===== src/rtl/serial_add_arbiter_pkg.sv =====
// Shared definitions for the two-requester serial add/subtract arbiter:
// FSM encoding, requester count, default operand width and small helpers.
package serial_add_arbiter_pkg;

  localparam int NREQ      = 2;
  localparam int DEF_WIDTH = 4;

  typedef enum logic [1:0] {
    ST_IDLE = 2'b00,
    ST_RUN  = 2'b01,
    ST_DONE = 2'b10
  } state_t;

  function automatic logic maj3(input logic a, input logic b, input logic c);
    return (a & b) | (a & c) | (b & c);
  endfunction

  function automatic logic [NREQ-1:0] req_onehot(input logic id);
    logic [NREQ-1:0] v;
    v     = {NREQ{1'b0}};
    v[id] = 1'b1;
    return v;
  endfunction

endpackage


===== src/rtl/serial_add_arbiter_core.sv =====
// Bit-serial ripple adder: operand shift registers, carry flop, result
// accumulator and a down-counter flagging the final shift.
module serial_add_core
  import serial_add_arbiter_pkg::*;
#(
  parameter int WIDTH = DEF_WIDTH
) (
  input  logic             clk_i,
  input  logic             rst_ni,
  input  logic             load_i,
  input  logic             shift_i,
  input  logic [WIDTH-1:0] a_i,
  input  logic [WIDTH-1:0] b_i,
  input  logic             cin_i,
  output logic             last_o,
  output logic [WIDTH:0]   result_o
);

  localparam int CW = $clog2(WIDTH + 1);

  logic [WIDTH-1:0] a_q, a_d;
  logic [WIDTH-1:0] b_q, b_d;
  logic [WIDTH-1:0] acc_q, acc_d;
  logic             c_q, c_d;
  logic [CW-1:0]    cnt_q, cnt_d;
  logic             s_s;

  // Next-state for load / shift / hold of the serial datapath.
  always_comb begin
    s_s   = a_q[0] ^ b_q[0] ^ c_q;
    a_d   = a_q;
    b_d   = b_q;
    acc_d = acc_q;
    c_d   = c_q;
    cnt_d = cnt_q;
    if (load_i) begin
      a_d   = a_i;
      b_d   = b_i;
      acc_d = {WIDTH{1'b0}};
      c_d   = cin_i;
      cnt_d = CW'(WIDTH);
    end else if (shift_i) begin
      a_d   = {1'b0, a_q[WIDTH-1:1]};
      b_d   = {1'b0, b_q[WIDTH-1:1]};
      acc_d = {s_s, acc_q[WIDTH-1:1]};
      c_d   = maj3(a_q[0], b_q[0], c_q);
      cnt_d = cnt_q - CW'(1);
    end else begin
      cnt_d = cnt_q;
    end
  end

  // Datapath registers.
  always_ff @(posedge clk_i or negedge rst_ni) begin
    if (!rst_ni) begin
      a_q   <= {WIDTH{1'b0}};
      b_q   <= {WIDTH{1'b0}};
      acc_q <= {WIDTH{1'b0}};
      c_q   <= 1'b0;
      cnt_q <= {CW{1'b0}};
    end else begin
      a_q   <= a_d;
      b_q   <= b_d;
      acc_q <= acc_d;
      c_q   <= c_d;
      cnt_q <= cnt_d;
    end
  end

  // Once the last shift has landed, acc holds all sum bits and c the carry out.
  assign last_o   = shift_i && (cnt_q == CW'(1));
  assign result_o = {c_q, acc_q};

endmodule


===== src/rtl/serial_add_arbiter.sv =====
// Round-robin arbiter sharing one serial add/subtract core between two
// requesters; returns a registered result with a one-cycle ack per requester.
module serial_add_arbiter
  import serial_add_arbiter_pkg::*;
#(
  parameter int WIDTH = DEF_WIDTH
) (
  input  logic             clock,
  input  logic             Reset_n,
  input  logic [NREQ-1:0]  req,
  input  logic [WIDTH-1:0] x0,
  input  logic [WIDTH-1:0] y0,
  input  logic             sub0,
  input  logic [WIDTH-1:0] x1,
  input  logic [WIDTH-1:0] y1,
  input  logic             sub1,
  output logic [NREQ-1:0]  ack,
  output logic [WIDTH:0]   sum,
  output logic             busy,
  output logic             grant_id
);

  state_t           state_q;
  logic [NREQ-1:0]  ack_q;
  logic [WIDTH:0]   sum_q;
  logic             busy_q;
  logic             grant_id_q;

  logic             winner_s;
  logic [WIDTH-1:0] op_x_s;
  logic [WIDTH-1:0] op_y_s;
  logic             op_sub_s;
  logic [WIDTH-1:0] op_b_s;
  logic             load_s;
  logic             shift_s;
  logic             last_s;
  logic [WIDTH:0]   core_result_s;

  // Winner selection: a tie goes to whoever was not served last.
  always_comb begin
    winner_s = grant_id_q;
    case (req)
      2'b01:   winner_s = 1'b0;
      2'b10:   winner_s = 1'b1;
      2'b11:   winner_s = ~grant_id_q;
      default: winner_s = grant_id_q;
    endcase
  end

  // Operand mux; subtraction is x + ~y + 1 with the +1 entering as carry-in.
  always_comb begin
    op_x_s   = winner_s ? x1 : x0;
    op_y_s   = winner_s ? y1 : y0;
    op_sub_s = winner_s ? sub1 : sub0;
    op_b_s   = op_sub_s ? ~op_y_s : op_y_s;
    load_s   = (state_q == ST_IDLE) && (req != {NREQ{1'b0}});
    shift_s  = (state_q == ST_RUN);
  end

  serial_add_core #(
    .WIDTH (WIDTH)
  ) u_core (
    .clk_i    (clock),
    .rst_ni   (Reset_n),
    .load_i   (load_s),
    .shift_i  (shift_s),
    .a_i      (op_x_s),
    .b_i      (op_b_s),
    .cin_i    (op_sub_s),
    .last_o   (last_s),
    .result_o (core_result_s)
  );

  // Sequencing FSM with registered result, ack, busy and grant pointer.
  always_ff @(posedge clock or negedge Reset_n) begin
    if (!Reset_n) begin
      state_q    <= ST_IDLE;
      ack_q      <= {NREQ{1'b0}};
      sum_q      <= {(WIDTH + 1){1'b0}};
      busy_q     <= 1'b0;
      grant_id_q <= 1'b1;
    end else begin
      ack_q <= {NREQ{1'b0}};
      case (state_q)
        ST_IDLE: begin
          if (load_s) begin
            grant_id_q <= winner_s;
            busy_q     <= 1'b1;
            state_q    <= ST_RUN;
          end else begin
            state_q <= ST_IDLE;
          end
        end
        ST_RUN: begin
          if (last_s) begin
            state_q <= ST_DONE;
          end else begin
            state_q <= ST_RUN;
          end
        end
        ST_DONE: begin
          sum_q   <= core_result_s;
          ack_q   <= req_onehot(grant_id_q);
          busy_q  <= 1'b0;
          state_q <= ST_IDLE;
        end
        default: begin
          busy_q  <= 1'b0;
          state_q <= ST_IDLE;
        end
      endcase
    end
  end

  assign ack      = ack_q;
  assign sum      = sum_q;
  assign busy     = busy_q;
  assign grant_id = grant_id_q;

endmodule


===== config.mk =====
export PLATFORM = sky130hd
export DESIGN_NAME = serial_add_arbiter
export DESIGN_NICKNAME = d
export VERILOG_FILES = /design/src/rtl/serial_add_arbiter_pkg.sv /design/src/rtl/serial_add_arbiter_core.sv /design/src/rtl/serial_add_arbiter.sv
export SDC_FILE = /design/constraint.sdc
export NUM_CORES = 1
export LEC_CHECK = 0
export CAP_MARGIN = 20
export CORE_MARGIN = 2
export CORE_UTILIZATION = 35
export CTS_CLUSTER_SIZE = 24
export DETAILED_ROUTE_END_ITERATION = 16
export PLACE_DENSITY = 0.63
export SLEW_MARGIN = 10
export SYNTH_ARGS = -nofsm -noshare
export SYNTH_HDL_FRONTEND = slang
export SYNTH_HIERARCHICAL = 1
export SYNTH_SLANG_ARGS = --single-unit

===== constraint.sdc =====
create_clock -name clock -period 1.5 [get_ports clock]
set_clock_uncertainty 0.1 [all_clocks]
set_input_delay 0.3 -clock clock [delete_from_list [all_inputs] [get_ports clock]]
set_output_delay 0.3 -clock clock [all_outputs]
set_load 0.1 [all_outputs]

==> qor.csv, run 1 <==
stage,metric,value,unit
clocking,clock-sinks,27,
run_status,violations,negative setup slack,
placement,gp_congestion,0.689,
critical_path,path_delay_family,flip-flops,
detailed_routing,first_pass_iters,4,
sta,period_needed,1.75,ns
floorplan,die-area,4570,sq um
global_route,antenna_found_initial,0,
floorplan,ioPinCount,31,
global_route,grtUsageTotal,12.4,%
critical_path,critical_path_class,reg2reg,
power,seqPwrFrac,31.0,%
floorplan,core,3940,sq um
clocking,cts_buffers,3,
clocking,cts_buffer_depth,2,
critical_path,crit_top_cell,mux2_4,
clocking,cts_max_level,1,
placement,dp_hpwl,2.01,mm
yosys,syn_avg_cell_area,11.1,sq um
yosys,synth_cell_types,31,
detailed_routing,via_count,997,
critical_path,path_max_fanout,5,
critical_path,crit_chain,inv_4 > mux2_4 > mux2_4 > nand2b_4 > o31a_1,
run,drv_cap,0,
sta,relSlewSlack,79.7,%
sta,worst_slack,-0.254,ns
power,cellInternalPower,2.33,mW
detailed_routing,drc,0,
yosys,synth.area.top_cells,"dfrtp_1 46%, mux2i_1 11%, mux2_2 8.0%",
power,power.leakage,0.938,nW
power,ir_drop,702,uV
critical_path,cp-start-kind,flop,
detailed_routing,drt-total-wl,2.56,mm
detailed_routing,ant_nets,0,
sta,fin_crit_sh,117,%
min_path,worst_hold_path_type,in2async,
global_route,grt_pass1_vias,1005,
yosys,syn_inst,128,
layout,nNetsFinal,195,
run_status,status,"finished, violations left",
placement,pre_cts_ws,-0.391,ns
power,p_clk_share,9.7,%
sta,setup_tns,-1.68,ns
yosys,synth_nets,153,
sta,finalHoldViolations,0,
yosys,synth_top_area_share,45.9,%
layout,drive_gt1_share,28.4,%
yosys,synth_warnings,6,
yosys,yosysMostFrequentCell,dfrtp_1,
critical_path,end_kind,flop,
floorplan,die_w,67.6,microns
yosys,synth-edff-count,0,
sta,slew_violations,0,
yosys,yosys-top-cells-count,"26 x dfrtp_1, 15 x mux2i_1, 11 x o21ai_0",
global_route,globalRouteOverflowTotal,0,
yosys,synth_largest_area_cell,dfrtp_1,
sta,setup_violations,10,
placement,portBuffers,30,
global_route,grt_start_max_net_pins,28,
layout,area_growth,41.4,%
clocking,cts_tree,yes,
sta,worst_slew_pin_slew,0.304,ns
power,switching_share,42.7,%
floorplan,start_util,35.9,%
yosys,yosys_register_bits,27,
detailed_routing,routedWlPerCell,11.7,microns
detailed_routing,dr.first_iter.drc_count,27,
yosys,synthFlopType,dfrtp_1,
detailed_routing,viasPerCell,4.55,
clocking,cts_hold_buf,0,
power,switching_power,1.74,mW
layout,num_antenna_cells,0,
critical_path,slowest_delay,0.64,ns
floorplan,die_y,67.6,microns
layout,instances_no_fill,219,
critical_path,critical_path_buf_inv_count,1,
sta,fmax,0.570,GHz
yosys,async_flop_share,100,%
critical_path,cp_slowest_cell,dfstp_4,
clocking,cts_root_buffer,clkbuf_8,
power,power_frac_comb,59.3,%
critical_path,crit_arrival,1.81,ns
yosys,netlist_area,1420,sq um
sta,rsz0062_at_grt,yes,
yosys,seq_area_frac_synth,47.8,%
global_route,grt_pass1_wl,4.24,mm
power,power_density,2030,nW/um^2
clocking,worstSkewPairLatency,0.26,ns
placement,place_inst,214,
clocking,cts.reportedPaths.clkPinSlew,0.09,ns
floorplan,rows,23,
critical_path,required,1.56,ns
## layout by cell type, fill, tap and decap left out, drive strengths merged
cell / count
and2: 1
xnor2: 9
fa: 1
o21ai: 11
and2b: 1
mux2i: 15
ha: 2
a211oi: 1
dfrtp: 26
clkbuf: 4
clkdlybuf4s50: 21
a21oi: 2
or2b: 1
o31a: 1
dfstp: 1
buf: 24
nand2b: 6
o21bai: 1
and3: 1
inv: 10
nand2: 9
nor2: 9
mux2: 11
nor2b: 1
## power by group through the flow
stage	Sequential, mW	Clock (mW)	Combinational [mW]
after CTS	1.27	0.416	2.39
after floorplan	1.82	0	1.04
final	1.26	0.396	2.41
after global routing	1.30	0.449	2.58
after global placement	1.26	0	2.29
after detailed placement	1.28	0	2.36
## cell type report
cell class,instances,area (sq um)
repair buffers,45,515
clock buffers,4,45.0
inverters,10,40.0
flip-flops and latches,27,681
fillers,338,1940
multi-input cells,83,659
well taps,50,62.6
## registers in the layout (all words and copies together), names as in the netlist
signal	flops
sum	5
u_core/a_q	4
u_core/acc_q	4
u_core/b_q	4
u_core/cnt_q	3
ack	2
state_q	2
busy	1
grant_id	1
u_core/c_q	1
## routing by layer
layer	vias to the layer above	part of all wire, %	track usage, %	routed length, microns
met1	468	44	14.0	1140
met5	-	0	0	0
li1	500	-	-	-
met3	2	4.9	2.17	126
met2	27	50	22.8	1270
met4	0	0.74	4.59	19
## logic make-up after synthesis
| logic type | after synthesis | share of synthesized area (%) |
|---|---|---|
| multiplexers | 26 | 19.6 |
| XOR/XNOR | 9 | 5.57 |
| flip-flops | 27 | 47.8 |
| buffers and inverters | 18 | 6.98 |
| adder cells (fa/ha/maj) | 3 | 3.18 |
| AND/OR/NAND/NOR | 29 | 9.98 |
| AO/OA/AOI/OAI | 16 | 6.89 |
## through the flow
stage	hold slack [ns]	cell area [sq um]	util (%)	total power, mW
after floorplan	-0.0956	1420	-	2.86
after global placement	0.395	1930	49.0	3.56
after detailed placement	0.395	1930	49.0	3.64
after CTS	0.301	1980	50.2	4.07
after global routing	0.295	2000	50.8	4.33
final	0.298	2000	50.8	4.07
## path summary, 6_finish.rpt
check                      slack, ns  cells past startpoint         end            start
min                             0.30                      2  state_q[1]          Reset_n
max in group asynchronous       0.78                      2    grant_id          Reset_n
max reg2reg                    -0.25                      5  u_core/c_q         grant_id
max                            -0.25                      5  u_core/c_q         grant_id
min reg2reg                     0.41                      1      sum[0]  u_core/acc_q[0]
min in group clock              0.41                      1      sum[0]  u_core/acc_q[0]
## timing repair
action                                  4_1_cts  5_1_grt
gates resized for setup                       6        5
endpoints found under the setup margin       12       20
endpoints found under the hold margin         0        0
setup buffers                                 0        1
pin swaps                                     2        1
Note: power is estimated with default switching activity, not from simulation.
==> run 2, diff against run 1 <==
CORE_ASPECT_RATIO = 0.7   (was default)
==> qor.csv, run 2 (synthesis gave the netlist of run 1 again) <==
stage,metric,value,unit,change
detailed_routing,dr.first_iter.drc_count,65,,+140%
clocking,cts_max_level,1,,unchanged
detailed_routing,viasPerCell,4.62,,+1.6%
critical_path,end_kind,flop,,
clocking,cts.reportedPaths.clkPinSlew,0.10,ns,about the same
global_route,antenna_found_initial,0,,unchanged
clocking,clock-sinks,27,,unchanged
detailed_routing,ant_nets,0,,unchanged
critical_path,critical_path_buf_inv_count,1,,unchanged
layout,instances_no_fill,223,,+1.8%
critical_path,crit_arrival,1.82,ns,about the same
power,ir_drop,926,uV,+32%
layout,drive_gt1_share,28.1,%,-0.33 points
power,power_density,2050,nW/um^2,+1.0%
critical_path,slowest_delay,0.64,ns,about the same
floorplan,die_w,80.0,microns,+18%
sta,rsz0062_at_grt,yes,,
run,drv_cap,0,,unchanged
placement,place_inst,218,,+1.9%
critical_path,r2r_slack,-0.25,ns,about the same
layout,fin_area,2010,sq um,+0.50%
global_route,grt_pass1_wl,4.80,mm,+13%
placement,portBuffers,30,,unchanged
critical_path,critical_path_class,reg2reg,,
run_status,status,"finished, violations left",,
critical_path,path_max_fanout,6,,+1
sta,relSlewSlack,77.6,%,-2.1 points
layout,fin_util,51.6,%,+0.83 points
layout,nNetsFinal,197,,+1.0%
detailed_routing,drt-total-wl,2.79,mm,+8.8%
global_route,grt_pass1_vias,1057,,+5.2%
floorplan,core,3900,sq um,-1.1%
sta,fmax,0.572,GHz,+0.30%
layout,num_antenna_cells,0,,unchanged
floorplan,die-area,4580,sq um,+0.18%
sta,period_needed,1.75,ns,-0.00528 ns
layout,final_common_cell,dfrtp_1,,
placement,place_area,1950,sq um,+0.91%
floorplan,start_util,36.3,%,+0.40 points
global_route,grtUsageTotal,13.2,%,+0.87 points
critical_path,cp_slowest_cell,dfstp_4,,
placement,dp_hpwl,2.20,mm,+9.8%
critical_path,cp-start-kind,flop,,
global_route,grt_start_max_net_pins,22,,-21%
critical_path,path_delay_family,flip-flops,,
placement,gp_congestion,0.787,,+14%
clocking,cts_tree,yes,,
floorplan,rows,19,,-17%
sta,worst_slew_pin_slew,0.335,ns,+0.0312 ns
layout,layout_common_cells,"26 x dfrtp_1, 21 x clkdlybuf4s50_1, 15 x mux2i_1, 15 x buf_4",,
power,power.leakage,0.942,nW,+0.40%
layout,largest_register_ffs,5,,unchanged
floorplan,die_y,57.2,microns,-15%
critical_path,reg2reg_depth,5,,unchanged
sta,fin_crit_sh,117,%,-0.35 points
clocking,cts_root_buffer,clkbuf_8,,
run_status,violations,negative setup slack,,
clocking,cts_buffer_depth,2,,unchanged
detailed_routing,first_pass_iters,4,,unchanged
detailed_routing,drc,0,,unchanged
min_path,worst_hold_path_type,in2async,,
sta,slew_violations,0,,unchanged
sta,whs,0.244,ns,-0.0544 ns
critical_path,timing.rr.start,grant_id,,
sta,setup_violations,10,,unchanged
floorplan,ioPinCount,31,,unchanged
placement,pre_cts_ws,-0.408,ns,-0.0173 ns
layout,area_growth,42.1,%,
critical_path,required,1.57,ns,about the same
global_route,globalRouteOverflowTotal,0,,unchanged
detailed_routing,routedWlPerCell,12.5,microns,+6.9%
critical_path,crit_chain,inv_4 > mux2_4 > mux2_2 > nand2b_1 > o31a_1,,
detailed_routing,via_count,1031,,+3.4%
sta,worst_slack,-0.249,ns,+0.00528 ns
clocking,cts_buffers,3,,unchanged
clocking,worstSkewPairLatency,0.28,ns,+0.02 ns
sta,finalHoldViolations,0,,unchanged
critical_path,r2r_end,u_core/c_q,,
## run 2: per-stage QoR
stage,total power [mW],TNS (ns)
floorplan,2.86,-2.57
global placement,3.60,-3.93
detailed placement,3.68,-4.42
CTS,4.16,-1.60
global route,4.37,-2.33
finish,4.13,-1.60
## run 2: layer usage
layer	vias up	GRT usage, %	wire length, microns
met1	506	17.3	1230
met2	24	22.1	1410
met3	2	3.80	135
li1	499	-	-
met5	-	0	0
met4	0	2.66	19
## run 2: layout make-up
class	instances	area, sq um
clock inverter	1	7.51
tap	52	65.1
inverter	10	40.0
clock buffer	3	41.3
multi-input combinational	83	644
fill	362	1890
sequential	27	681
timing repair buffer	47	534
## run 2: report_power, final
| group | leakage [nW] | internal, mW | switching (mW) |
|---|---|---|---|
| combinational | 0.581 | 1.12 | 1.33 |
| clock | 0.0217 | 0.189 | 0.231 |
| sequential | 0.339 | 1.04 | 0.224 |
| total | 0.942 | 2.35 | 1.78 |
## run 2: what timing repair did
| action | 4_1_cts | 5_1_grt |
|---|---|---|
| hold buffers | 0 | 0 |
| buffers inserted | 1 | 1 |
| setup endpoints to repair | 11 | 13 |
| gates resized for setup | 6 | 3 |
| pin swaps | 0 | 0 |
## run 2: worst max path at each step
stage,start,cells past startpoint,endpoint
6_report,grant_id,5,u_core/c_q
5_1_grt,grant_id,5,u_core/c_q
4_1_cts,grant_id,5,u_core/c_q
3_5_place_dp,req[1],6,u_core/c_q
3_3_place_gp,req[1],6,u_core/c_q
2_1_floorplan,grant_id,5,u_core/c_q
## run 2: worst register-to-register path, stage by stage (launching register included)
cell,delay [ns]
dfstp_4,0.64
inv_4,0.04
mux2_4,0.34
mux2_2,0.28
nand2b_1,0.14
o31a_1,0.10
